## config.mk

```make
export PLATFORM = sky130hd
export DESIGN_NAME = spi_tx_scheduler
export DESIGN_NICKNAME = d
export VERILOG_FILES = /design/src/rtl/spi_tx_scheduler.sv
export SDC_FILE = /design/constraint.sdc
export NUM_CORES = 1
export LEC_CHECK = 0
export ABC_AREA = 1
export BUFFER_PORTS_ARGS = -buffer_cell sky130_fd_sc_hd__buf_2
export CORE_MARGIN = 8
export CORE_UTILIZATION = 25
export CTS_CLUSTER_SIZE = 14
export DETAILED_ROUTE_END_ITERATION = 16
export PLACE_DENSITY = 0.52
export SYNTH_ARGS = -nofsm -noshare
export SYNTH_HDL_FRONTEND = slang
export SYNTH_SLANG_ARGS = --single-unit
```

## constraint.sdc

```tcl
create_clock -name clk -period 1.8 [get_ports clk]
set_input_delay 0.36 -clock clk [delete_from_list [all_inputs] [get_ports clk]]
set_output_delay 0.36 -clock clk [all_outputs]
set_load 0.05 [all_outputs]
```

## src/rtl/spi_tx_scheduler.sv

```systemverilog
// spi_tx_scheduler
//   Shares one byte-wide SPI serializer among NREQ requesters. A round-robin
//   arbiter picks a requester in IDLE, the winning byte is loaded with a
//   one-cycle tx_start, the block then waits for tx_done (guarded by a
//   watchdog) and finally holds an inter-frame gap before arbitrating again.
//
// Ports
//   clk        in   system clock, rising edge
//   rst        in   asynchronous active-low reset
//   req        in   [NREQ-1:0]   request levels, held until granted
//   req_data   in   [8*NREQ-1:0] byte of requester i on [8i+7:8i]
//   gnt        out  [NREQ-1:0]   one-hot, one-cycle grant pulse
//   tx_data    out  [7:0]        byte presented to the serializer
//   tx_start   out               one-cycle serializer start pulse
//   tx_done    in                one-cycle completion pulse from serializer
//   busy       out               high in every state except IDLE
//   active_id  out  [IDW-1:0]    requester being served
//   err        out               one-cycle pulse on watchdog timeout
module spi_tx_scheduler #(
  parameter int NREQ       = 4,
  parameter int IDW        = 2,
  parameter int GAP_CYCLES = 2,
  parameter int TIMEOUT    = 32
) (
  input  logic                clk,
  input  logic                rst,
  input  logic [NREQ-1:0]     req,
  input  logic [8*NREQ-1:0]   req_data,
  output logic [NREQ-1:0]     gnt,
  output logic [7:0]          tx_data,
  output logic                tx_start,
  input  logic                tx_done,
  output logic                busy,
  output logic [IDW-1:0]      active_id,
  output logic                err
);

  localparam int WW = (TIMEOUT > 2) ? $clog2(TIMEOUT) : 1;
  localparam int GW = (GAP_CYCLES > 2) ? $clog2(GAP_CYCLES) : 1;
  localparam logic [WW-1:0]  WAIT_LAST = WW'(TIMEOUT - 1);
  localparam logic [GW-1:0]  GAP_LAST  = GW'((GAP_CYCLES > 0) ? GAP_CYCLES - 1 : 0);
  localparam logic [IDW-1:0] LAST_ID   = IDW'(NREQ - 1);

  typedef enum logic [1:0] {
    IDLE,
    WAIT,
    GAP
  } state_t;

  state_t          state;
  logic [IDW-1:0]  ptr;
  logic [WW-1:0]   wait_cnt;
  logic [GW-1:0]   gap_cnt;

  logic            any_req;
  logic            upper_found;
  logic [IDW-1:0]  upper_id;
  logic [IDW-1:0]  lower_id;
  logic [IDW-1:0]  win_id;
  logic [NREQ-1:0] win_onehot;
  logic [7:0]      win_data;

  // Round-robin pick: the lowest set request at or above the pointer wins;
  // if there is none, the lowest set request overall (the wrap-around case).
  // Scanning downward and overwriting leaves the lowest index in each pick.
  always_comb begin
    any_req     = |req;
    upper_found = 1'b0;
    upper_id    = '0;
    lower_id    = '0;
    for (int i = NREQ - 1; i >= 0; i--) begin
      if (req[i]) begin
        lower_id = IDW'(i);
        if (i >= int'(ptr)) begin
          upper_found = 1'b1;
          upper_id    = IDW'(i);
        end
      end
    end
    win_id     = upper_found ? upper_id : lower_id;
    win_onehot = '0;
    win_data   = '0;
    for (int i = 0; i < NREQ; i++) begin
      if (IDW'(i) == win_id) begin
        win_onehot[i] = 1'b1;
        win_data      = req_data[8*i +: 8];
      end
    end
  end

  // Frame sequencer. gnt, tx_start and err are pulses and default low every
  // cycle; tx_data and active_id hold until the next grant.
  always_ff @(posedge clk or negedge rst) begin
    if (!rst) begin
      state     <= IDLE;
      ptr       <= '0;
      wait_cnt  <= '0;
      gap_cnt   <= '0;
      gnt       <= '0;
      tx_data   <= '0;
      tx_start  <= 1'b0;
      busy      <= 1'b0;
      active_id <= '0;
      err       <= 1'b0;
    end else begin
      gnt      <= '0;
      tx_start <= 1'b0;
      err      <= 1'b0;
      case (state)
        IDLE: begin
          if (any_req) begin
            gnt       <= win_onehot;
            tx_start  <= 1'b1;
            tx_data   <= win_data;
            active_id <= win_id;
            busy      <= 1'b1;
            wait_cnt  <= '0;
            state     <= WAIT;
          end
        end
        WAIT: begin
          // Completion has priority over a coinciding watchdog expiry.
          if (tx_done || (wait_cnt == WAIT_LAST)) begin
            err     <= !tx_done;
            ptr     <= (active_id == LAST_ID) ? '0 : active_id + 1'b1;
            gap_cnt <= '0;
            if (GAP_CYCLES == 0) begin
              state <= IDLE;
              busy  <= 1'b0;
            end else begin
              state <= GAP;
            end
          end else begin
            wait_cnt <= wait_cnt + 1'b1;
          end
        end
        GAP: begin
          if (gap_cnt == GAP_LAST) begin
            state <= IDLE;
            busy  <= 1'b0;
          end else begin
            gap_cnt <= gap_cnt + 1'b1;
          end
        end
        default: begin
          state <= IDLE;
          busy  <= 1'b0;
        end
      endcase
    end
  end

endmodule

```

==> results.txt, run 1 <==
The run finished with clean final reports. In this run the worst hold path is classified as input pin to async pin. The setup skew after layout came out at 0.00672 ns. Entering global routing, the biggest net connects 28 pins. The relative slew slack is between 50% and 60%. Data on the critical path is required at its endpoint by between 1.5 and 2 ns.

The count of antenna-violating nets left after detailed routing is 0. The area growth from synthesis to layout came out at 31.0%. By area, the combinational part of the netlist is dominated by simple AND/OR/NAND/NOR gates. Summing the areas of all compound-gate instances in the mapped netlist gives under 10% of the synthesized area.

The slack of the critical path came out at approximately 0.18 ns. After the last flow step, the layout net total stands at 310. The number of instances resized during post-cts repair is 0. Summed over its instances, the top area cell type makes up between 40% and 50% of the synthesized netlist area. The floorplan step defined a core boundary enclosing 5890 sq um.

By area the synthesized netlist is led by sky130_fd_sc_hd__dfrtp_1 (45%), sky130_fd_sc_hd__nand2_1 (15%), sky130_fd_sc_hd__nand3_1 (7.0%), sky130_fd_sc_hd__nor2_1 (6.5%), sky130_fd_sc_hd__inv_1 (5.5%). The clock tree from TritonCTS is yes. The number of global-route vias before repair is around 1500.

Setup repair after global routing left no endpoint under its margin. The number of warning messages in the yosys log is 0. The number of antenna diodes in the final layout is 0.

The DRC violations left is 0. The signal arrival time at the worst endpoint came out at 1.80 ns. The number of vias per cell after detailed routing came out at 4.37. In this run the power density over the cells is approximately 1700 nW/um^2.

The number of setup violations in the final report is 0. The multiplexer fraction of the synthesized cell area came out at 0%. The distinct cell type count after synthesis is 23. The HPWL reported at the end of detailed placement is 3420 um. The initial antenna violation count is 0. The highest fanout seen on the critical path came out at 5.

The number of setup buffers added after CTS came out at 0. The maximum vdd ir drop came out at around 0.6 mV. Buffers inserted to repair hold after CTS numbered 0.

The most numerous cell type found on the critical path is sky130_fd_sc_hd__inv_1. For the finished layout, the period the worst path requires is 1.62 ns. In this run the vertical extent of the chip is about 94 um. Before CTS, the worst setup slack after placement is ~0.082 ns. In this run the clock root is driven by a sky130_fd_sc_hd__clkbuf_8. The static leakage came out at around 1.1 nW. The number of core rows is 28. For the pin with the worst max-slew slack, the measured transition is just over 0.6 ns. The floorplan step set the die width to around 94 um. The hold violation total from the final report came out at 0.

For the worst-skew pair, the clock arrives at the later sink with an insertion delay of approximately 0.28 ns. In this run, CTS created clock tree buffers numbering 3. Summing the areas of all and, or, nand and nor instances in the mapped netlist gives a little under two fifths of the synthesized area. The maximum root-to-sink buffer count came out at 2. The total overflow reported by the global router is 0. The endpoint type of the worst setup path is a flop. The number of nets in the synthesized netlist is about 250. The largest total area in the synthesized netlist belongs to sky130_fd_sc_hd__dfrtp_1.

Timing would allow up to a little over 0.6 GHz. After clock tree synthesis, the clock-pin slew on the worst setup and hold paths is ~0.1 ns. The count of clock tree sinks is 27. The count of maximum capacitance violations came out at 0.

The fraction of the cycle the final worst path needs is 90.0%. For the final routed database, the setup TNS stands at 0 ns. The synthesized cell area came out at 1500 sq um. For this configuration, the core starts out at a cell density of 25.6%. The worst setup path is launched from a flop. Synthesis handed over a netlist of 203 instances. Buffers placed on the I/O ports in this run total 55. The synthesis-stage register bit count is 27. The average instance area after synthesis came out at 7.41 sq um.

The per-cell routed wire length came out at 12.2 um. The first global-routing pass estimated 7010 um of wire. The number of slew-limit violations in the final report came out at 0.

The critical path goes through ha_1 -> inv_1 -> nor3_1 -> ha_1 -> inv_1 -> a21oi_1 -> inv_1 -> o31ai_1. The full die area is about 8800 sq um. The overall track demand over capacity in global routing came out at approximately 10%.

The number of fillers in the final layout came out at about 650. After Yosys synthesis, full adders, half adders and majority gates account for under 10% of the synthesized area. The setup path with the least slack is of type flop to flop. The first-iteration detailed-routing DRC count came out at a little under 60. The count of TritonRoute iterations in the first routing pass is 4.

The post-synthesis xor/xnor area fraction is 0%. The via count of the routed design is approximately 1500. CTS built an H-tree with a depth of 1. The share of cells above drive strength 1 is just over 30%. The sequential share of the synthesized area came out at 44.9%. The placer congestion estimate is approximately 0.77. The total I/O pin count is 56. For this design, the slowest cell found on the critical path is sky130_fd_sc_hd__dfrtp_1.

Wires add up to 4190 um. The largest single stage delay on the critical path is 0.40 ns.
## layer usage
| metal | track usage (%) | part of all wire [%] | vias up |
|---|---|---|---|
| met5 | 0 | 0 | - |
| met4 | 3.57 | 0.86 | 0 |
| met3 | 3.29 | 5.9 | 4 |
| met2 | 15.6 | 45 | 38 |
| met1 | 12.4 | 49 | 677 |
| li1 | - | - | 777 |
## metrics by stage
stage	util, %	instance area [sq um]	instances	hold slack [ns]	power (mW)
after CTS	33.3	1960	342	0.107	3.39
after global placement	32.5	1910	338	0.430	3.00
after detailed placement	32.5	1910	338	0.422	3.02
after global routing	33.5	1970	342	0.120	3.64
after floorplan	-	1500	203	0.0644	2.43
final	33.5	1970	342	0.0805	3.34
## cells by family after synthesis
logic type	after synthesis
buffers and inverters	29
and+or+nand+nor	125
adders and majority gates	3
AOI/OAI and AO/OA	19
DFF	27
## Yosys cell counts
cell type	number
sky130_fd_sc_hd__a21oi_1	2
sky130_fd_sc_hd__o21ai_1	5
sky130_fd_sc_hd__nand3_2	1
sky130_fd_sc_hd__o221ai_1	1
sky130_fd_sc_hd__nand2_4	1
sky130_fd_sc_hd__inv_1	22
sky130_fd_sc_hd__nor2_1	26
sky130_fd_sc_hd__inv_2	4
sky130_fd_sc_hd__a21o_1	1
sky130_fd_sc_hd__buf_6	1
sky130_fd_sc_hd__dfrtp_1	27
sky130_fd_sc_hd__o21ai_0	5
sky130_fd_sc_hd__ha_1	3
sky130_fd_sc_hd__a21oi_2	4
sky130_fd_sc_hd__nor3_1	8
sky130_fd_sc_hd__nand3_1	21
sky130_fd_sc_hd__nand2_2	2
sky130_fd_sc_hd__nor2_4	2
sky130_fd_sc_hd__o31ai_1	1
sky130_fd_sc_hd__nor3b_1	1
sky130_fd_sc_hd__nand4_1	4
sky130_fd_sc_hd__buf_2	2
sky130_fd_sc_hd__nand2_1	59
## power breakdown
| part | switching [mW] | total, mW | internal, mW |
|---|---|---|---|
| logic | 1.41 | 2.01 | 0.599 |
| clock network | 0.204 | 0.361 | 0.157 |
| registers | 0.133 | 0.973 | 0.840 |
| total | 1.75 | 3.34 | 1.60 |
## final cells by class
| type | count | area (sq um) | share of cell area, % |
|---|---|---|---|
| Timing Repair Buffer | 63 | 335 | 17.0 |
| Clock buffer | 3 | 41.3 | 2.10 |
| Sequential cell | 27 | 676 | 34.3 |
| Clock inverter | 1 | 7.51 | 0.381 |
| Multi-Input combinational cell | 147 | 719 | 36.5 |
| Tap cell | 75 | 93.8 | 4.76 |
| Inverter | 26 | 97.6 | 4.95 |
## cell usage in the layout, fill, tap and decap left out
cell | netlist | layout
sky130_fd_sc_hd__a21o_1 | 1 | 1
sky130_fd_sc_hd__a21oi_1 | 2 | 2
sky130_fd_sc_hd__a21oi_2 | 4 | 4
sky130_fd_sc_hd__buf_2 | 2 | 55
sky130_fd_sc_hd__buf_4 | 0 | 8
sky130_fd_sc_hd__clkbuf_8 | 0 | 3
sky130_fd_sc_hd__clkinvlp_4 | 0 | 1
sky130_fd_sc_hd__dfrtp_1 | 27 | 27
sky130_fd_sc_hd__ha_1 | 3 | 3
sky130_fd_sc_hd__inv_1 | 22 | 22
sky130_fd_sc_hd__inv_2 | 4 | 4
sky130_fd_sc_hd__nand2_1 | 59 | 59
sky130_fd_sc_hd__nand2_2 | 2 | 1
sky130_fd_sc_hd__nand2_4 | 1 | 2
sky130_fd_sc_hd__nand3_1 | 21 | 20
sky130_fd_sc_hd__nand3_2 | 1 | 2
sky130_fd_sc_hd__nand4_1 | 4 | 4
sky130_fd_sc_hd__nor2_1 | 26 | 26
sky130_fd_sc_hd__nor2_4 | 2 | 2
sky130_fd_sc_hd__nor3_1 | 8 | 8
sky130_fd_sc_hd__nor3b_1 | 1 | 1
sky130_fd_sc_hd__o21ai_0 | 5 | 5
sky130_fd_sc_hd__o21ai_1 | 5 | 5
sky130_fd_sc_hd__o221ai_1 | 1 | 1
sky130_fd_sc_hd__o31ai_1 | 1 | 1
## worst paths after layout
path	end	startpoint	cells past startpoint	slack [ns]
max	ptr[0]	wait_cnt[0]	8	0.18
min	gnt[2]	rst	1	0.08
max reg2reg	ptr[0]	wait_cnt[0]	8	0.18
min reg2reg	busy	busy	1	0.48
max in group asynchronous	tx_data[0]	rst	1	1.32
min in group clk	err	tx_done	2	0.24
## registers in the layout, indices dropped and copies added (netlist names)
name and count:
err 1, tx_data 8, wait_cnt 5, state 2, gap_cnt 1, tx_start 1, active_id 2, gnt 4
busy 1, ptr 2
## worst max-delay path, delay by kind of cell, from the launching register on
kind | cells | cell delay [ns]
adders and majority gates | 2 | 0.32
and+or+nand+nor | 1 | 0.14
buffers and inverters | 3 | 0.24
DFF | 1 | 0.40
AOI/OAI and AO/OA | 2 | 0.42
Note: power is estimated with default switching activity, not from simulation.
==> run 2, diff against run 1 <==
--- a/config.mk
+++ b/config.mk
@@ -7,6 +7,7 @@
 export LEC_CHECK = 0
 export ABC_AREA = 1
 export BUFFER_PORTS_ARGS = -buffer_cell sky130_fd_sc_hd__buf_2
+export CORE_ASPECT_RATIO = 1.5
 export CORE_MARGIN = 8
 export CORE_UTILIZATION = 25
 export CTS_CLUSTER_SIZE = 14
==> results.txt, run 2 (synthesis gave the netlist of run 1 again) <==
The DRC violations left was 0 (unchanged). The via count of the routed design came out at 1457 (-2.6%). Traced cell by cell, the critical path runs through ha_1 -> inv_1 -> nor3_1 -> ha_1 -> inv_1 -> nand3_2 -> nor3_1 -> nor3_1. The most numerous cell type found on the critical path is sky130_fd_sc_hd__nor3_1.

The total I/O pin count came out at 56 (unchanged). The count of TritonRoute iterations in the first routing pass came out at 4 (unchanged). The HPWL reported at the end of detailed placement came out at 3440 um (+0.68%).

The slack of the critical path came out at 0.171 ns (-0.0102 ns). In this design, the largest share of critical-path delay is due to simple AND/OR/NAND/NOR gates. The per-cell routed wire length is 12.5 um (+1.8%). Routed signal wires occupy layers up through met4. In this run the critical register-to-register path is launched from wait_cnt[0]. The later-pin clock latency in the skew report was 0.26 ns (-0.02 ns).

The area growth from synthesis to layout is 29.1%. The worst slack at placement came out at 0.123 ns (+0.0410 ns). The maximum root-to-sink buffer count is 2 (unchanged).

The total overflow reported by the global router came out at 0 (unchanged). The reg-to-reg critical path endpoint is wait_cnt[3]. The wire length of the first global-routing pass is 7220 um (+3.1%). The width of the die came out at 79.3 um (-15%).

The critical path in this run is classified as flop to flop. The data required time of the critical path is 1.94 ns (-0.04 ns). TritonCTS built the clock tree. The starting density of the core is 25.8% (+0.25 points). The worst min-delay path class is input pin to async pin. The number of standard cells in the layout, taps in and fillers out came out at 334 (-2.3%). The level count of the clock H-tree was 1 (unchanged).

The maximum vdd ir drop came out at 0.536 mV (-13%). The clock network fraction of total power came to 10.3% (-0.5 points). The first-iteration detailed-routing DRC count is 37 (-37%). The number of slew-limit violations in the final report is 0 (unchanged). The net total in the final layout came out at 305 (-1.6%).

The length in cells of the worst reg-to-reg path came out at 8 (unchanged). The signal arrival time at the worst endpoint was 1.77 ns (-0.03 ns). The sum of buffers and inverters on the critical path came out at 2 (-1). The number of flip-flops in the largest register came to 8 (unchanged). The die span in y came to 111 um (+19%). The fraction of the cycle the final worst path needs is 90.5% (+0.57 points). The hold violation total from the final report came out at 0 (unchanged). The static leakage came to 1.06 nW (-1.9%).

The number of fillers in the final layout came out at 622 (-3.7%). The highest fanout seen on the critical path was 6 (+1). The wire length reported by the detailed router came out at 4160 um (-0.62%). The internal power came out at 1.53 mW (-4.3%). The slew at the pin closest to its max-slew limit is 0.595 ns (-0.0165 ns).

The wire length on met1 is 1710 um (-16%). The library cells used most frequently in the layout, excluding fill and tap cells, are sky130_fd_sc_hd__nand2_1 (57), sky130_fd_sc_hd__buf_2 (55), sky130_fd_sc_hd__dfrtp_1 (27), sky130_fd_sc_hd__nor2_1 (26), sky130_fd_sc_hd__inv_1 (22). The worst reg-to-reg setup slack came out at 0.17 ns (about the same). The count of clock tree sinks came out at 27 (unchanged). The count of antenna-violating nets left after detailed routing is 0 (unchanged). The switching power share of the total came to 53.0% (+0.70 points). The final critical-path required period is 1.63 ns (+0.0102 ns).

The setup skew after layout came out at 0.00518 ns (-0.00154 ns). The number of core rows came out at 34 (+21%). In the final layout, the registers with the most flip-flops are tx_data x8, wait_cnt x5, gnt x4. The number of buffers created by CTS is 3 (unchanged).

The count of inserted antenna diode cells is 0 (unchanged). The core footprint is 5830 sq um (-0.98%). The relative slew slack is 60.3% (+1.1 points). The count of maximum capacitance violations is 0 (unchanged). The flow ran to the end, and the final reports show no timing, DRC or antenna violations.

The number of vias per cell after detailed routing came out at 4.36 (-0.27%). The full die area is 8800 sq um (+0.59%). The number of setup buffers added after CTS is 0 (unchanged). The number of cells in the design after placement is 330 (-2.4%). The power share of the combinational group was 59.4% (-0.7 points). The type of element launching the critical path is a flop.

The initial antenna violation count came out at 0 (unchanged). The sequential share of power came out at 30.3% (+1.2 points). The final total negative setup slack came out at 0 ns (unchanged).

The worst setup path is captured at a flop. The largest net degree at the start of global routing is 28 (unchanged). The switching power of the nets came out at 1.72 mW (-1.5%).

The share of cells above drive strength 1 is 30.5% (-0.18 points). The cell chosen for the clock root is sky130_fd_sc_hd__clkbuf_8. The share of the core filled with cells came out at 33.3% (-0.16 points). The placer congestion estimate is 0.734 (-4.6%). The number of setup violations in the final report came out at 0 (unchanged). The footprint of the multi-input gates came out at 736 sq um (+2.3%). The number of global-route vias before repair is 1599 (+3.6%). The count of buffers from port buffering came out at 55 (unchanged). The highest achievable clock rate is 0.614 GHz (-0.62%).

The register containing the most flip-flops in the final layout is tx_data. The flip-flop and latch area is 676 sq um (unchanged). The delay of the slowest cell on the worst path came out at 0.41 ns (about the same). The total length of routed met3 wires is 155 um (-38%). The library cell used most frequently in the layout, excluding fill and tap cells, is sky130_fd_sc_hd__nand2_1. The power density over cell area is 1670 nW/um^2 (-1.4%). The clock edge transition at the registers on the reported setup and hold paths came out at 0.09 ns (about the same). The overall track demand over capacity in global routing is 10.0% (+0.052 points). The total met2 wirelength after detailed routing came out at 2250 um (+21%).

The highest-delay cell along the critical path is sky130_fd_sc_hd__dfrtp_1.
## run 2: how the worst max path moves through the flow
stage               slack [ns]  depth (start not counted)   startpoint           to
floorplan                 0.29                         10  wait_cnt[0]  wait_cnt[0]
global placement          0.16                         10  wait_cnt[0]  wait_cnt[0]
detailed placement        0.12                         10  wait_cnt[0]  wait_cnt[0]
CTS                        0.1                         10  wait_cnt[0]  wait_cnt[0]
global route            -0.003                         10  wait_cnt[0]  wait_cnt[0]
finish                    0.17                          8  wait_cnt[0]  wait_cnt[3]
## run 2: layer usage
metal  vias to the layer above  global-route usage, %
met5                         -                      0
met4                         0                   3.48
met3                         2                   1.87
met2                        36                   18.1
met1                       653                   11.1
li1                        766                      -
## run 2: worst register-to-register path, cell delays in order (launching register included)
cell and delay, ns:
sky130_fd_sc_hd__dfrtp_1 0.41, sky130_fd_sc_hd__ha_1 0.20, sky130_fd_sc_hd__inv_1 0.08, sky130_fd_sc_hd__nor3_1 0.05, sky130_fd_sc_hd__ha_1 0.17, sky130_fd_sc_hd__inv_1 0.11
sky130_fd_sc_hd__nand3_2 0.15, sky130_fd_sc_hd__nor3_1 0.24, sky130_fd_sc_hd__nor3_1 0.09
## run 2: through the flow
stage                     area, sq um  power, mW  hold WS, ns
after global routing             1940       3.55        0.143
final                            1940       3.25       0.0914
after detailed placement         1870       2.93        0.417
after CTS                        1920       3.28        0.123
after floorplan                  1500       2.43       0.0644
after global placement           1870       2.93        0.422
## run 2: power by group through the flow
| stage | logic [mW] | clock network (mW) | registers (mW) |
|---|---|---|---|
| final | 1.93 | 0.334 | 0.985 |
| after global placement | 1.92 | 0 | 1.00 |
| after global routing | 2.15 | 0.379 | 1.02 |
| after detailed placement | 1.93 | 0 | 1.00 |
| after floorplan | 0.913 | 0 | 1.51 |
| after CTS | 1.94 | 0.351 | 0.991 |
## run 2: area by class of cell
cell class,instances,area share (%)
Sequential cell,27,34.8
Inverter,26,5.03
Multi-Input combinational cell,147,37.9
Timing Repair Buffer,58,15.3
Tap cell,72,4.64
Clock buffer,4,2.32
## run 2: what timing repair did
item	CTS	global route
hold endpoints to repair	0	0
setup endpoints to repair	0	10
gates resized for setup	0	6
hold buffers	0	0
